===== src/rtl/reg_scoreboard_pkg.sv =====
// Shared types and defaults for the register scoreboard and its per-register counters.
package reg_scoreboard_pkg;
  localparam int REG_ADDR_W    = 5;
  localparam int NREG_DEFAULT  = 32;
  localparam int CNT_W_DEFAULT = 2;

  typedef logic [REG_ADDR_W-1:0] reg_addr_t;
endpackage


===== src/rtl/reg_scoreboard_sb_counter.sv =====
// One per-register pending-write counter: saturating up/down, clear wins over inc/dec.
module sb_counter
  import reg_scoreboard_pkg::*;
#(
  parameter int CNT_W = CNT_W_DEFAULT
) (
  input  logic             clk,
  input  logic             rst,
  input  logic             inc,
  input  logic             dec,
  input  logic             clr,
  output logic [CNT_W-1:0] cnt,
  output logic             nonzero,
  output logic             full
);

  localparam logic [CNT_W-1:0] CNT_MAX  = '1;
  localparam logic [CNT_W-1:0] CNT_ZERO = '0;
  localparam logic [CNT_W-1:0] CNT_ONE  = CNT_W'(1);

  logic [CNT_W-1:0] cnt_q;
  logic [CNT_W-1:0] cnt_d;

  // inc together with dec is a retire and a new writer on the same register: net zero.
  always_comb begin
    cnt_d = cnt_q;
    if (clr) begin
      cnt_d = CNT_ZERO;
    end else if (inc && !dec && (cnt_q != CNT_MAX)) begin
      cnt_d = cnt_q + CNT_ONE;
    end else if (dec && !inc && (cnt_q != CNT_ZERO)) begin
      cnt_d = cnt_q - CNT_ONE;
    end
  end

  always_ff @(posedge clk) begin
    if (rst) begin
      cnt_q <= CNT_ZERO;
    end else begin
      cnt_q <= cnt_d;
    end
  end

  assign cnt     = cnt_q;
  assign nonzero = |cnt_q;
  assign full    = &cnt_q;

endmodule


===== src/rtl/reg_scoreboard.sv =====
// Register scoreboard: counts in-flight writes per register between decode and writeback
// and stalls issue on RAW hazards or when a destination counter is already at its maximum.
module reg_scoreboard
  import reg_scoreboard_pkg::*;
#(
  parameter int NREG  = NREG_DEFAULT,
  parameter int CNT_W = CNT_W_DEFAULT
) (
  input  logic      clk,
  input  logic      rst,
  input  logic      issue_valid,
  input  logic      issue_rwrite,
  input  reg_addr_t issue_rd,
  input  logic      rs1_used,
  input  logic      rs2_used,
  input  reg_addr_t rs1_addr,
  input  reg_addr_t rs2_addr,
  input  logic      wb_valid,
  input  reg_addr_t wb_rd,
  input  logic      flush,
  output logic      stall,
  output logic      issue_accept,
  output logic      busy,
  output logic      wb_err
);

  localparam reg_addr_t X0 = '0;

  logic [NREG-1:0]            nonzero_vec;
  logic [NREG-1:0]            full_vec;
  logic [NREG-1:0][CNT_W-1:0] cnt_vec;

  logic do_inc;
  logic do_dec;
  logic spurious_wb;
  logic rs1_hit;
  logic rs2_hit;
  logic full_hit;
  logic wb_err_q;
  logic wb_err_d;

  // x0 is hard-wired to "nothing pending"; it has no counter.
  assign nonzero_vec[0] = 1'b0;
  assign full_vec[0]    = 1'b0;
  assign cnt_vec[0]     = '0;

  // Issue handshake: an instruction transfers when issue_valid & ~stall (issue_accept);
  // decode must hold the same instruction on its inputs while stall is high.
  assign do_dec      = wb_valid & (wb_rd != X0) & nonzero_vec[wb_rd];
  assign spurious_wb = wb_valid & (wb_rd != X0) & ~nonzero_vec[wb_rd];

  assign rs1_hit  = rs1_used & (rs1_addr != X0) & nonzero_vec[rs1_addr];
  assign rs2_hit  = rs2_used & (rs2_addr != X0) & nonzero_vec[rs2_addr];
  assign full_hit = issue_rwrite & (issue_rd != X0) & full_vec[issue_rd]
                  & ~(do_dec & (wb_rd == issue_rd));

  assign stall        = issue_valid & (rs1_hit | rs2_hit | full_hit);
  assign issue_accept = issue_valid & ~stall;
  assign do_inc       = issue_accept & issue_rwrite & (issue_rd != X0);

  for (genvar r = 1; r < NREG; r++) begin : g_cnt
    sb_counter #(
      .CNT_W (CNT_W)
    ) u_cnt (
      .clk     (clk),
      .rst     (rst),
      .inc     (do_inc & (issue_rd == reg_addr_t'(r))),
      .dec     (do_dec & (wb_rd == reg_addr_t'(r))),
      .clr     (flush),
      .cnt     (cnt_vec[r]),
      .nonzero (nonzero_vec[r]),
      .full    (full_vec[r])
    );
  end

  assign busy = |cnt_vec;

  // Sticky until reset; flush deliberately leaves it alone.
  always_comb begin
    wb_err_d = wb_err_q | spurious_wb;
  end

  always_ff @(posedge clk) begin
    if (rst) begin
      wb_err_q <= 1'b0;
    end else begin
      wb_err_q <= wb_err_d;
    end
  end

  assign wb_err = wb_err_q;

endmodule


===== config.mk =====
export PLATFORM = sky130hd
export DESIGN_NAME = reg_scoreboard
export DESIGN_NICKNAME = d
export VERILOG_FILES = /design/src/rtl/reg_scoreboard_pkg.sv /design/src/rtl/reg_scoreboard_sb_counter.sv /design/src/rtl/reg_scoreboard.sv
export SDC_FILE = /design/constraint.sdc
export NUM_CORES = 1
export LEC_CHECK = 0
export ABC_AREA = 1
export ABC_CLOCK_PERIOD_IN_PS = 6150
export CORE_ASPECT_RATIO = 1.75
export CORE_MARGIN = 2
export CORE_UTILIZATION = 65
export DETAILED_ROUTE_END_ITERATION = 6
export HOLD_SLACK_MARGIN = 0.12
export PLACE_DENSITY = 0.94
export SETUP_SLACK_MARGIN = 0.3
export SLEW_MARGIN = 0
export SYNTH_ARGS = -nofsm -noshare
export SYNTH_HDL_FRONTEND = slang
export SYNTH_SLANG_ARGS = --single-unit

===== constraint.sdc =====
create_clock -name clk -period 6.15 [get_ports clk]
set_clock_uncertainty 0.15 [all_clocks]
set_input_delay 0.9225 -clock clk [delete_from_list [all_inputs] [get_ports clk]]
set_output_delay 0.9225 -clock clk [all_outputs]
set_load 0.1 [all_outputs]

==> results of run 1 <==
[worst max-delay path: stages]
cell and delay [ns]:
clkdlybuf4s50_1 0.89, inv_2 0.29, o21ai_0 0.24, nand3_1 0.10, nand3_1 0.10, nand2_1 0.07
nand2_1 0.05, nand3_1 0.07, nand2_1 0.08, inv_1 0.10, a21boi_0 0.30, buf_4 0.36
[cells in the mapped netlist, drive strengths merged]
cell type and instances:
o21bai 14, inv 151, buf 18, nand4 18, nor4 6, nor2 197
a21boi 15, nor3 7, clkbuf 8, a31oi 2, a21oi 57, o21ai 30
clkinv 1, nand2 347, o2111ai 1, nand3 126, o211ai 2, dfxtp 63
nand3b 1
[kinds of logic after synthesis]
kind of cell | after synthesis | share of synthesized area
AOI/OAI and AO/OA | 121 | 0.129
and+or+nand+nor | 702 | 0.522
DFF | 63 | 0.224
buffers and inverters | 178 | 0.125
[power by group through the flow]
| stage | combinational, W | clock (W) | sequential (W) |
|---|---|---|---|
| 2_1_floorplan | 0.000126 | 0 | 0.000424 |
| 3_3_place_gp | 0.000192 | 0 | 0.000420 |
| 3_5_place_dp | 0.000193 | 0 | 0.000420 |
| 4_1_cts | 0.000193 | 0.000520 | 0.000411 |
| 5_1_grt | 0.000215 | 0.000534 | 0.000411 |
| 6_report | 0.000202 | 0.000525 | 0.000411 |
[layout make-up]
type,count,share of cell area
Clock buffer,12,0.0409
Multi-Input combinational cell,823,0.585
Inverter,152,0.0910
Sequential cell,63,0.201
Clock inverter,3,0.00678
Timing Repair Buffer,34,0.0523
Tap cell,115,0.0229
[flip-flops by register name, indices dropped and copies added, names as in the netlist]
name             count
g_cnt.u_cnt.cnt     62
wb_err               1
[layer usage]
| layer | track usage | part of all wire | up-vias |
|---|---|---|---|
| met5 | 0 | 0 | - |
| met4 | 0.331 | 0.093 | 0 |
| met3 | 0.113 | 0.11 | 167 |
| met2 | 0.716 | 0.46 | 509 |
| met1 | 0.471 | 0.34 | 3085 |
| li1 | - | - | 3394 |
[through the flow]
stage | cell area [sq um] | hold slack, ns
floorplan | 5630 | 0.302
global placement | 5970 | 0.294
detailed placement | 5970 | 0.302
CTS | 6270 | 0.309
global route | 6270 | 0.344
finish | 6270 | 0.310
[cells in the final DEF (no fill, tap or decap), drive strengths merged, types with 7 or more instances in the layout]
master,instances
clkdlybuf4s50,29
dfxtp,63
inv,151
nand3,126
nor3,7
a21boi,15
o21bai,14
o21ai,30
clkbuf,12
nor2,197
nand2,347
nand4,18
a21oi,57
[how the worst max path moves through the flow]
stage,cells past startpoint,to,slack (ns)
2_1_floorplan,9,stall,1.02
3_3_place_gp,19,g_cnt[22].u_cnt.cnt[0],1.55
3_5_place_dp,19,g_cnt[15].u_cnt.cnt[0],1.49
4_1_cts,13,stall,1.65
5_1_grt,11,stall,1.29
6_report,12,stall,1.49
==> metrics.md, run 1 <==
| Metric | Value |
|---|---|
| Hold Crit Depth | `2` |
| Max VDD drop | `0.151 mV` |
| Vias/cell | `5.95` |
| Status | `complete, no violations` |
| Critical path type | `input port to output port` |
| Mapped cell area | `0.00563 sq mm` |
| Fin Setup TNS | `0 ns` |
| Antenna violations before repair | `0` |
| Top cell type's share of synthesized area | `0.230` |
| Post-CTS Resized | `0` |
| Net Switching | `0.000340 W` |
| Startpoint of the worst hold path | `wb_err` |
| First-pass GRT wire length | `31100 um` |
| Worst slew pin tran | `0.967 ns` |
| Max-Cap Viols | `0` |
| Placed Instances | `1187` |
| GP Congestion | `1.07` |
| Slew Limit Headroom | `0.354` |
| Worst Path Required | `5.08 ns` |
| Critical path launch point | `rs2_addr[0]` |
| Reg clk slew, reported paths | `0.05 ns` |
| P&R area growth vs syn | `11.5%` |
| Worst-Skew Late Latency | `0.35 ns` |
| Final setup fails | `0` |
| Critical path peak fanout | `18` |
| Die Span Y | `127 um` |
| Initial DRC Count | `918` |
| Clock power share | `0.461` |
| Sw frac | `0.299` |
| R2R depth | `17` |
| DRT antenna net count | `0` |
| Core box area | `0.00837 sq mm` |
| Pwr dens | `181 mW/mm^2` |
| H-tree Lvls | `3` |
| I/O pin cnt | `32` |
| Drc violations | `0` |
| Largest net degree at the start of global routing | `49` |
| Total chip power | `0.00114 W` |
| Total CTS buffers | `9` |
| Setup crit end kind | `output port` |
| Multi-input gate area | `0.00367 sq mm` |
| HP Class | `flip-flop to flip-flop` |
| CTS hold repair buffers | `0` |
| Layout cells sized above 1 | `0.0506` |
| Place WS | `1.49 ns` |
| ANT cells | `0` |
| Final Max Tran Viols | `0` |
| Pre-Repair DR Iteration Count | `7` |
| Register area | `0.00126 sq mm` |
| CTS tree | `done` |
| Row cnt | `44` |
| Reg2reg setup slack | `2.60 ns` |
| Sequential area share after synthesis | `0.224` |
| Final wirelength | `20100 um` |
| Overall Global Routing Usage | `0.439` |
| Post-layout util | `0.749` |
| Sink Count | `63` |
| # Post-CTS Setup Buffers | `0` |
| Post-Syn Nets | `1092` |
| Worst setup margin | `1.49 ns` |
| Ys Warns | `0` |
| Final period util | `0.757` |
| Final-report hold violation count | `0` |
| RSZ-0062 raised after global routing | `no` |
| Cell accounting for the most synthesized area | `nand2_1` |
| Cell Int Power | `0.000798 W` |
| GRT overflow | `0` |
| Synth Register Bits | `63` |
| Vias in the first global route | `6430` |
| Worst Setup Start Kind | `input port` |
| Flop pwr share | `0.361` |
| CP arrival | `3.59 ns` |
| Static leakage | `2.85 nW` |
| Post-Synthesis Cells | `1064` |
| Reg2reg end | `g_cnt[28].u_cnt.cnt[0]` |
| Die ar. | `0.00944 sq mm` |
| Finished Layout Cells | `1202` |
| Final min period | `4.66 ns` |
| Vias | `7155` |
| Number of port buffers | `31` |
| Fill cells | `752` |
| FF-to-FF Start | `g_cnt[13].u_cnt.cnt[0]` |
| Post-DP HPWL | `14500 um` |
| Achievable frequency | `215 MHz` |
| Main area contributors after synthesis | `nand2_1, dfxtp_1, nor2_1` |
| Starting Density | `0.672` |
| Combinational Power Share | `0.178` |
| Syn Area/Cell | `5.29 sq um` |
| Clock root cell | `clkbuf_16` |
| Clk buf depth | `2` |
| Synth unique cells | `30` |
| Routed wire length per instance | `16.7 um` |
| Die Width | `74.3 um` |
| Worst hold endpoint | `wb_err` |
| Total Nets Final | `1111` |
No activity file was read; power rests on OpenSTA's default activity.
==> run 2: changes to the inputs <==
- ABC_CLOCK_PERIOD_IN_PS: 6150 -> 3900
- CORE_UTILIZATION: 65 -> 55
- PLACE_DENSITY: 0.94 -> 0.85
- clock period: 6.15 -> 3.9 ns (I/O delays scaled with it)
==> run 2 against run 1 <==
  * Wire length barely moved
  * Flip-flop and latch count unchanged
  * Die area rose by 17%
  * Cell area increased by 3.9%
  * Cell count increased by 2.2%
  * Combinational power increased by 74%
  * Via count rose by 1.0%
  * Non-clock buffer count increased by 16
==> metrics.md, run 2 (synthesis results as in run 1) <==
| Metric | Value |
|---|---|
| Met3 Track Usage GR | `0.128 (+0.0157)` |
| Critical path type | `input port to output port` |
| Clock root cell | `clkbuf_16` |
| Post-DP HPWL | `14400 um (-0.34%)` |
| Setup crit end kind | `output port` |
| Final Max Tran Viols | `0 (unchanged)` |
| Max FFs per register | `62 (unchanged)` |
| Die Width | `80.5 um (+8.2%)` |
| Vias/cell | `5.88 (-1.2%)` |
| Multi-input gate area | `0.00370 sq mm (+0.92%)` |
| Met1 Usage GRT | `0.382 (-0.0885)` |
| Pre-Repair DR Iteration Count | `6 (-1)` |
| I/O pin cnt | `32 (unchanged)` |
| Total Nets Final | `1127 (+1.4%)` |
| Final min period | `3.45 ns` |
| Die Span Y | `138 um (+8.4%)` |
| Starting Density | `0.568 (-0.105)` |
| Row cnt | `48 (+9.1%)` |
| Worst Setup Start Kind | `input port` |
| Startpoint of the worst hold path | `wb_err` |
| Sink Count | `63 (unchanged)` |
| Final-report hold violation count | `0 (unchanged)` |
| Most frequent cells in the layout | `nand2_1, nor2_1, inv_1` |
| Reg clk slew, reported paths | `0.05 ns (about the same)` |
| Final setup fails | `0 (unchanged)` |
| Fin Setup TNS | `0 ns (unchanged)` |
| CP arrival | `2.71 ns (-0.88 ns)` |
| CTS hold repair buffers | `0 (unchanged)` |
| P&R area growth vs syn | `15.8%` |
| GRT overflow | `0 (unchanged)` |
| Largest net degree at the start of global routing | `52 (+6.1%)` |
| Pwr dens | `277 mW/mm^2 (+52%)` |
| Worst-Skew Late Latency | `0.35 ns (about the same)` |
| HP Class | `flip-flop to flip-flop` |
| Total CTS buffers | `9 (unchanged)` |
| Critical path launch point | `rs1_addr[0]` |
| Layout cells sized above 1 | `0.0707 (+0.0201)` |
| Core box area | `0.00991 sq mm (+18%)` |
| Number of port buffers | `31 (unchanged)` |
| H-tree Lvls | `3 (unchanged)` |
| M2 GR Usage | `0.620 (-0.0960)` |
| RSZ-0062 raised after global routing | `no` |
| ANT cells | `0 (unchanged)` |
| Achievable frequency | `290 MHz` |
| Antenna violations before repair | `0 (unchanged)` |
| Register area | `0.00126 sq mm (unchanged)` |
| Vias in the first global route | `6627 (+3.1%)` |
| Worst hold margin | `0.304 ns (-0.00620 ns)` |
| Final wirelength | `20100 um (about the same)` |
| Status | `complete, no violations` |
| Max VDD drop | `0.228 mV (+52%)` |
| DRT antenna net count | `0 (unchanged)` |
| Routed wire length per instance | `16.4 um (-2.1%)` |
| Most Crowded Layer GR | `met2` |
| GP Congestion | `1.16 (+8.4%)` |
| Drc violations | `0 (unchanged)` |
| Clk buf depth | `2 (unchanged)` |
| Final period util | `0.885` |
| Slew Limit Headroom | `0.355 (+0.00123)` |
| Max-Cap Viols | `0 (unchanged)` |
| Commonest non-fill, non-tap cell in the layout | `nand2_1` |
| First-pass GRT wire length | `31800 um (+2.2%)` |
| Vias | `7227 (+1.0%)` |
| Die ar. | `0.0111 sq mm (+17%)` |
| Worst Path Required | `3.16 ns (-1.92 ns)` |
| Worst slew pin tran | `0.965 ns (-0.00184 ns)` |
| Static leakage | `3.00 nW (+5.4%)` |
| FF-to-FF Start | `g_cnt[12].u_cnt.cnt[0]` |
| CTS tree | `done` |
| Fill cells | `932 (+24%)` |
| Overall Global Routing Usage | `0.382 (-0.0573)` |
| Initial DRC Count | `768 (-16%)` |
| Critical path peak fanout | `7 (-11)` |
## run 2: changes by cell type in the layout (fill, tap and decap cells not counted), moves of 2 or more
| cell | delta |
|---|---|
| nor2_1 | -4 |
| clkbuf_8 | -2 |
| nor2_4 | +4 |
| clkinv_2 | +2 |
| buf_4 | +11 |
| dlymetal6s2s_1 | +5 |
| buf_12 | +6 |
| clkdlybuf4s50_1 | -6 |
## run 2: routing by layer
metal	vias up	routed length, um	part of all wire
li1	3423	-	-
met1	3165	6460	0.32
met2	460	9270	0.46
met3	179	2160	0.11
met4	0	2230	0.11
met5	-	0	0
## run 2: final timing paths
check / endpoint / slack [ns] / depth (start not counted)
hold reg to reg: wb_err / 0.30 / 2
setup reg to reg: g_cnt[22].u_cnt.cnt[0] / 0.85 / 17
setup / recovery: issue_accept / 0.45 / 16
hold / removal: wb_err / 0.30 / 2
## run 2: critical path, stage by stage
cell             delay (ns)
clkdlybuf4s50_1        0.48
inv_1                  0.16
nor2_2                 0.29
nand2_1                0.08
nand2_1                0.07
nor2_1                 0.04
o21ai_0                0.07
nand3_1                0.08
nand2_1                0.07
nand2_1                0.04
nand3_1                0.06
nand2_1                0.06
inv_1                  0.17
nand3_2                0.14
inv_1                  0.12
buf_12                 0.18
## run 2: what timing repair did
item,CTS,global route
resized for setup,1,13
setup endpoints to repair,1,24
endpoints found under the hold margin,0,0
pin swaps,2,0
setup buffers,4,0
## run 2: power by group
group	internal (W)	switching [W]
clock network	0.000492	0.000312
logic	0.000110	0.000241
registers	0.000646	0.00000154
total	0.00125	0.000554
## run 2: cell type report
class,count,share of cell area
Inverter,152,0.0879
Timing Repair Buffer,50,0.0818
Clock inverter,6,0.00941
Tap cell,125,0.0240
Sequential cell,63,0.194
Clock buffer,10,0.0351
Multi-Input combinational cell,823,0.568
## run 2: per-stage QoR
step | instances | area [sq um] | total power (W) | setup WS (ns) | utilization
3_5_place_dp | 1209 | 6130 | 0.000986 | 0.226 | 0.618
4_1_cts | 1229 | 6470 | 0.00179 | 0.311 | 0.653
3_3_place_gp | 1209 | 6130 | 0.000985 | 0.268 | 0.618
2_1_floorplan | 1064 | 5630 | 0.000868 | 0.766 | -
5_1_grt | 1229 | 6520 | 0.00186 | 0.310 | 0.658
6_report | 1229 | 6520 | 0.00180 | 0.450 | 0.658
